<file path="src/rtl/id_ex_stage.sv">
// ID/EX pipeline register of the 5-stage MIPS pipeline. It captures the ID operands and
// control, forwards from MEM at capture time, flags EX->EX bypass and inserts load-use bubbles.
module id_ex_stage #(
  parameter int CTRL_W = 12
) (
  input  logic              clk,
  input  logic              rst,
  input  logic              id_valid,
  input  logic [4:0]        id_rs,
  input  logic [4:0]        id_rt,
  input  logic [4:0]        id_dst,
  input  logic [31:0]       id_rd1,
  input  logic [31:0]       id_rd2,
  input  logic [31:0]       id_imm,
  input  logic [CTRL_W-1:0] id_ctrl,
  input  logic              id_regwr,
  input  logic              id_memrd,
  input  logic              flush,
  input  logic              exmem_regwr,
  input  logic              exmem_memrd,
  input  logic [4:0]        exmem_dst,
  input  logic [31:0]       exmem_alu,
  input  logic [31:0]       mem_ldata,
  output logic              ex_valid,
  output logic [4:0]        ex_rs,
  output logic [4:0]        ex_rt,
  output logic [4:0]        ex_dst,
  output logic [31:0]       ex_op1,
  output logic [31:0]       ex_op2,
  output logic [31:0]       ex_imm,
  output logic [CTRL_W-1:0] ex_ctrl,
  output logic              ex_regwr,
  output logic              ex_memrd,
  output logic              ex_fwd_a,
  output logic              ex_fwd_b,
  output logic              stall
);

  logic              ex_valid_q, ex_regwr_q, ex_memrd_q, ex_fwd_a_q, ex_fwd_b_q;
  logic [4:0]        ex_rs_q, ex_rt_q, ex_dst_q;
  logic [31:0]       ex_op1_q, ex_op2_q, ex_imm_q;
  logic [CTRL_W-1:0] ex_ctrl_q;

  logic              stall_d, kill_d, fwd_a_d, fwd_b_d;
  logic [31:0]       op1_d, op2_d, mem_fwd_d;

  // Register 0 is hard-wired to zero, so it never takes part in bypass or hazard checks.
  function automatic logic match(input logic [4:0] r, input logic [4:0] d);
    return (r != 5'd0) && (r == d);
  endfunction

  always_comb begin
    stall_d   = id_valid & ex_valid_q & ex_memrd_q &
                (match(id_rs, ex_dst_q) | match(id_rt, ex_dst_q)) & ~flush;
    kill_d    = flush | stall_d;
    fwd_a_d   = id_valid & ex_valid_q & ex_regwr_q & ~ex_memrd_q & match(id_rs, ex_dst_q);
    fwd_b_d   = id_valid & ex_valid_q & ex_regwr_q & ~ex_memrd_q & match(id_rt, ex_dst_q);
    mem_fwd_d = exmem_memrd ? mem_ldata : exmem_alu;
    op1_d     = id_rd1;
    op2_d     = id_rd2;
    // When the EX bypass flag is set the captured operand is ignored downstream.
    if (exmem_regwr && match(id_rs, exmem_dst)) op1_d = mem_fwd_d;
    if (exmem_regwr && match(id_rt, exmem_dst)) op2_d = mem_fwd_d;
  end

  always_ff @(posedge clk or negedge rst) begin
    if (!rst) begin
      ex_valid_q <= 1'b0;
      ex_regwr_q <= 1'b0;
      ex_memrd_q <= 1'b0;
      ex_fwd_a_q <= 1'b0;
      ex_fwd_b_q <= 1'b0;
      ex_rs_q    <= '0;
      ex_rt_q    <= '0;
      ex_dst_q   <= '0;
      ex_op1_q   <= '0;
      ex_op2_q   <= '0;
      ex_imm_q   <= '0;
      ex_ctrl_q  <= '0;
    end else begin
      // A killed slot only clears the qualifying bits; data fields are don't-care.
      ex_valid_q <= id_valid & ~kill_d;
      ex_regwr_q <= id_valid & id_regwr & ~kill_d;
      ex_memrd_q <= id_valid & id_memrd & ~kill_d;
      ex_fwd_a_q <= fwd_a_d & ~kill_d;
      ex_fwd_b_q <= fwd_b_d & ~kill_d;
      ex_rs_q    <= id_rs;
      ex_rt_q    <= id_rt;
      ex_dst_q   <= id_dst;
      ex_op1_q   <= op1_d;
      ex_op2_q   <= op2_d;
      ex_imm_q   <= id_imm;
      ex_ctrl_q  <= id_ctrl;
    end
  end

  assign ex_valid = ex_valid_q;
  assign ex_regwr = ex_regwr_q;
  assign ex_memrd = ex_memrd_q;
  assign ex_fwd_a = ex_fwd_a_q;
  assign ex_fwd_b = ex_fwd_b_q;
  assign ex_rs    = ex_rs_q;
  assign ex_rt    = ex_rt_q;
  assign ex_dst   = ex_dst_q;
  assign ex_op1   = ex_op1_q;
  assign ex_op2   = ex_op2_q;
  assign ex_imm   = ex_imm_q;
  assign ex_ctrl  = ex_ctrl_q;
  assign stall    = stall_d;

endmodule
</file>
<file path="config.mk">
export PLATFORM = sky130hd
export DESIGN_NAME = id_ex_stage
export DESIGN_NICKNAME = d
export VERILOG_FILES = /design/src/rtl/id_ex_stage.sv
export SDC_FILE = /design/constraint.sdc
export NUM_CORES = 1
export LEC_CHECK = 0
export CAP_MARGIN = 20
export CELL_PAD_IN_SITES_DETAIL_PLACEMENT = 2
export CELL_PAD_IN_SITES_GLOBAL_PLACEMENT = 2
export CORE_MARGIN = 2
export CORE_UTILIZATION = 22
export CTS_BUF_LIST = sky130_fd_sc_hd__clkbuf_8
export DETAILED_ROUTE_END_ITERATION = 10
export GPL_TIMING_DRIVEN = 0
export MAX_ROUTING_LAYER = met4
export PLACE_DENSITY = 0.91
export SETUP_SLACK_MARGIN = 0.02
export SYNTH_ARGS = -nofsm -noshare
export SYNTH_HDL_FRONTEND = slang
export SYNTH_SLANG_ARGS = --single-unit
</file>
<file path="constraint.sdc">
create_clock -name clk -period 3.1 [get_ports clk]
set_clock_uncertainty 0.2 [all_clocks]
set_input_delay 0.62 -clock clk [delete_from_list [all_inputs] [get_ports clk]]
set_output_delay 0.62 -clock clk [all_outputs]
set_load 0.01 [all_outputs]
</file>
Yosys cells after proc, flatten, opt, wreduce, memory -nomap -nowiden
Index checks and enable logic that the tools add are counted.
- input bits: 200
- output and inout bits: 129
- register bits after elaboration: 128
- reduce and logical (&&, ||, !) cells: 8
- mux-type cells: 3
- bitwise logic cells: 20
- equal/unequal tests: 4
- operators by type and width (operator ; number):
    2-to-1 mux 32 bit ; 3
    equality test 5 bit ; 4
    AND 1 bit ; 15
    nonzero test 5 bit ; 2
    logical AND 1 bit ; 6
    NOT 1 bit ; 3
    OR 1 bit ; 2

Logic depth before layout (Yosys ltp)
Gate-level depths: netlist of run 1.
- word-level depth: 8
- mapped depth: 6
- depth with buffers taken out: 5

Worst setup path after synthesis of run 1
No wires, ideal clock.
- kind: in2out
- start point: input id_rt[1]
- end point: output stall
- arrival time: 1.811 ns
- stages: 5
- slack: 0.469 ns
- path buffers: 0
- cells stage by stage: or4_1 nor2_2 nor4_1 o2111a_1 nor2b_1
- longest elaborated chain between the ends: 5
- elaborated cells on any way between the ends: 6
- classes of those cells: eq/ne (1); bitwise (3); reduce/logical (2)
- ends and longest elaborated chain (element ; line ; text):
    from (decl) ; 10 ; input logic [4:0] id_rt,
    equality test 5 bit / nonzero test 5 bit (equally long branches) ; 49 ; return (r != 5'd0) && (r == d);
    logical AND 1 bit * ; 49 ;
    OR 1 bit * ; 54 ; (match(id_rs, ex_dst_q) | match(id_rt, ex_dst_q)) & ~flush;
    AND 1 bit * ; 53 ; stall_d = id_valid & ex_valid_q & ex_memrd_q &
    AND 1 bit * ; 54 ;
    to (decl) ; 36 ; output logic stall
Mark *: on every way between the ends. The rest lies on a longest branch, timed or not.

Worst setup path in the final report of run 1
- start point: input id_rs[3]
- end point: output stall
- longest elaborated chain between the ends: 5
- elaborated cells on any way between the ends: 6
- classes of those cells: eq/ne (1); bitwise (3); reduce/logical (2)
- ends and longest elaborated chain (element ; line ; text):
    from (decl) ; 9 ; input logic [4:0] id_rs,
    equality test 5 bit / nonzero test 5 bit (equally long branches) ; 49 ;
    logical AND 1 bit * ; 49 ;
    OR 1 bit * ; 54 ;
    AND 1 bit * ; 53 ;
    AND 1 bit * ; 54 ;
Marked as above.

==> results of run 1 <==
## through the flow
stage	instance area (um2)	std cells	TNS, ns	hold slack, ns
global placement	8110	942	-494.20	0.386
finish	8650	981	0	0.272
floorplan	4500	345	0	0.124
CTS	8650	979	0	0.237
detailed placement	8140	943	-12.24	0.418
global route	8650	981	0	0.246
## state kept, by name (all words and copies together) (netlist names), 5 cells and up
register,count
ex_rs,5
ex_rt,5
ex_op1,32
ex_ctrl,12
ex_dst,5
ex_op2,32
ex_imm,32
## per-layer routing
metal	track usage [%]	wire length (um)	up-vias
met5	-	0	-
met4	8.56	773	0
met3	5.31	1270	45
met2	38.2	11800	216
met1	21.0	7730	2086
li1	-	-	1865
## cell families (layout without fill, tap and decap cells)
family / count (synthesis) / in the layout / share of synthesized area (%)
simple gates: 84 / 84 / 9.04
other cells: 0 / 2 / 0
mux: 32 / 32 / 7.12
flops: 128 / 128 / 71.2
compound gates: 65 / 65 / 7.37
xor+xnor: 20 / 20 / 3.90
buf+inv: 16 / 380 / 1.34
## area by class of cell
cell class / instances / area share [%]
timing repair buffer: 332 / 38.5
sequential: 128 / 37.0
multi-input combinational: 201 / 14.8
tap: 270 / 3.90
clock buffer: 18 / 2.86
clock inverter: 14 / 2.18
buffer: 16 / 0.694
antenna: 2 / 0.0578
## how the worst max path moves through the flow
stage,depth (start not counted),slack [ns],endpoint
3_5_place_dp,7,-0.67,stall
5_1_grt,7,0.06,stall
3_3_place_gp,1,-3.80,ex_op2[5]
4_1_cts,7,0.03,stall
6_report,7,0.12,stall
2_1_floorplan,5,0.47,stall
## cell usage after synthesis (2+ instances only)
cell / instances
and2_1: 2
xor2_1: 8
nor2_2: 2
nor4_1: 2
nand3_1: 2
a21oi_1: 64
nand4_1: 2
clkbuf_1: 16
or4_1: 2
nor4_4: 2
xnor2_1: 12
nor2_1: 65
dfrtp_1: 128
mux2i_1: 32
## timing repair
item                                    4_1_cts  5_1_grt
buffers inserted                              3        0
resized for setup                            33        1
endpoints found under the setup margin        1        1
pin swaps                                     3        0
hold buffers                                  1        0
hold endpoints to repair                     56        0
## power groups by stage
| stage | combinational (uW) | clock (uW) | sequential, uW |
|---|---|---|---|
| after floorplan | 122 | 0 | 1870 |
| after global placement | 699 | 0 | 1820 |
| after detailed placement | 731 | 0 | 1830 |
| after CTS | 743 | 1640 | 1800 |
| after global routing | 786 | 1710 | 1810 |
| final | 734 | 1590 | 1800 |
## layout by cell type (no fill, tap or decap)
cell type,n
nor2_1,65
nor4_2,2
xnor2_1,10
and2_1,2
nand4b_1,1
nand4_1,2
diode_2,2
clkinv_2,2
or4_4,2
clkbuf_1,16
clkbuf_2,1
clkdlybuf4s50_1,315
and4bb_2,1
xor2_1,8
inv_1,1
dlygate4sd3_1,1
nor4bb_1,1
nor2_4,2
dfrtp_1,128
clkdlybuf4s15_2,6
a21oi_1,64
nand3_1,2
clkinv_4,1
nor3b_1,1
nor4_4,2
buf_16,1
xnor2_2,2
buf_6,1
buf_4,3
inv_6,1
o2111a_2,1
clkbuf_8,18
nor2b_1,1
bufinv_16,4
clkinvlp_4,5
dlygate4sd2_1,4
mux2i_1,32
==> impl_metrics.toml, run 1 <==
[placed_design]
dpl.hpwl_mm = 16.9
port_buffers = 327
dp_slack_ns = -0.675
place_congestion = 0.779

[finish]
ff_latch_area_mm2 = 0.00320
final_nets = 896
syn_to_final_growth_pct = 92.5
multi_input_area_mm2 = 0.00128
final_core_util_pct = 42.9
fillers = 2072
drive_gt1_share_pct = 7.76

[power_and_ir_drop]
power_uw = 4130
power_frac_clock_pct = 38.6
switching_share_pct = 24.9
switchingPower_uw = 1030
power_density_mw_per_mm2 = 477
p_leak_uw = 0.00356
p_comb_share_pct = 17.8
internal_power_uw = 3100
peakVddDrop_uv = 224
pwr-share-seq_pct = 43.6

[hold_path]
min-delay-start = "id_rs[3]"
holdPathStages = 1
worstHoldPathType = "primary input to register"
hold_end = "ex_rs[3]"

[run_status]
status = "finished clean"

[sta]
final.setup.worst_slack_ns = 0.120
post-route-period-util_pct = 96.1
rsz0062_at_grt = "false"
hold_viol = 0
relSlewSlack_pct = 38.7
fmax_ghz = 0.336
final-setup-viol-count = 0
fin_crit_ns = 2.98
worst_slew_pin_slew_ns = 0.919
maxSlewViolCount = 0

[grt]
gr-total-overflow = 0
grt_pass1_vias = 5030
grt_max_degree = 73
grt_usage_pct = 20.8
grt_pass1_wl_mm = 32.0
antenna_found_initial = 2

[setup_path]
path_max_fanout = 4
critPathKind = "primary input to output pin"
cp_top_family = "simple AND/OR/NAND/NOR gates"
r2r_cells = 6
critPathLaunch = "id_rs[3]"
r2r_slack_ns = 1.16
r2r_end = "ex_memrd"
slowest_stage = "or4_4"
critPathLaunchType = "primary input"
crit_required_ns = 2.28
reg2reg_from = "ex_dst[2]"
slowest_delay_ns = 0.56
cp.arrival_ns = 2.16
cp-end-kind = "output pin"
cp_cell_sequence = "clkdlybuf4s15_2 > or4_4 > nor2_4 > nor4_2 > o2111a_2 > nor2b_1 > clkbuf_2"
cp_num_buf_inv = 2

[clocking]
cts_root_buffer = "clkbuf_8"
cts_tree = "yes"
path_clk_slew_ns = 0.09
clk_latency_ns = 0.44
h-tree-depth = 4
cts.sinks = 128
cts_made_buffers = 17
clk_path_buf_depth = 2

[floorplanning]
dieArea_mm2 = 0.0216
die_h_um = 147
die_w_um = 147
ioPinCount = 329
coreArea_mm2 = 0.0202
std_cell_rows = 52
start_util_pct = 22.3

[route]
wirelength_mm = 21.6
dr.pass1.iters = 4
ant_nets = 0
drc = 0
routed_via_density = 4.29
vias = 4212
wl_per_cell_um = 22.0
drtIter0Drc = 133

[synth]
ys.warnings.count = 0
yosysTopAreaCell = "dfrtp_1"
synth_ff_type = "dfrtp_1"
synth_top_area_share_pct = 71.2
synthDistinctLibCells = 20
synthArstFlopShare_pct = 100
synth_area_mm2 = 0.00450
ys_seq_elements = 128
ys_seq_area_share_pct = 71.2
syn-instance-count = 345
postSynthAreaPerCell_um2 = 13.0
synth-edff-count = 0
syn-num-nets = 545
synth_area_leaders = "dfrtp_1 (71%), a21oi_1 (7.1%), mux2i_1 (7.1%)"

[job]
maxCapViolations = 0
No activity file was read; power rests on OpenSTA's default activity.
==> run 2, diff against run 1 <==
--- a/config.mk
+++ b/config.mk
@@ -11,11 +11,13 @@
 export CORE_MARGIN = 2
 export CORE_UTILIZATION = 22
 export CTS_BUF_LIST = sky130_fd_sc_hd__clkbuf_8
+export CTS_CLUSTER_SIZE = 16
 export DETAILED_ROUTE_END_ITERATION = 10
 export GPL_TIMING_DRIVEN = 0
 export MAX_ROUTING_LAYER = met4
 export PLACE_DENSITY = 0.91
 export SETUP_SLACK_MARGIN = 0.02
+export SKIP_LAST_GASP = 1
 export SYNTH_ARGS = -nofsm -noshare
 export SYNTH_HDL_FRONTEND = slang
 export SYNTH_SLANG_ARGS = --single-unit
==> results of run 2 <==
The final DEF is identical to that of run 1; final timing and power are the same.
==> run 3, diff against run 2 <==
--- a/config.mk
+++ b/config.mk
@@ -16,7 +16,6 @@
 export GPL_TIMING_DRIVEN = 0
 export MAX_ROUTING_LAYER = met4
 export PLACE_DENSITY = 0.91
-export SETUP_SLACK_MARGIN = 0.02
 export SKIP_LAST_GASP = 1
 export SYNTH_ARGS = -nofsm -noshare
 export SYNTH_HDL_FRONTEND = slang
==> results of run 3 <==
The final DEF is identical to that of run 1; final timing and power are the same.
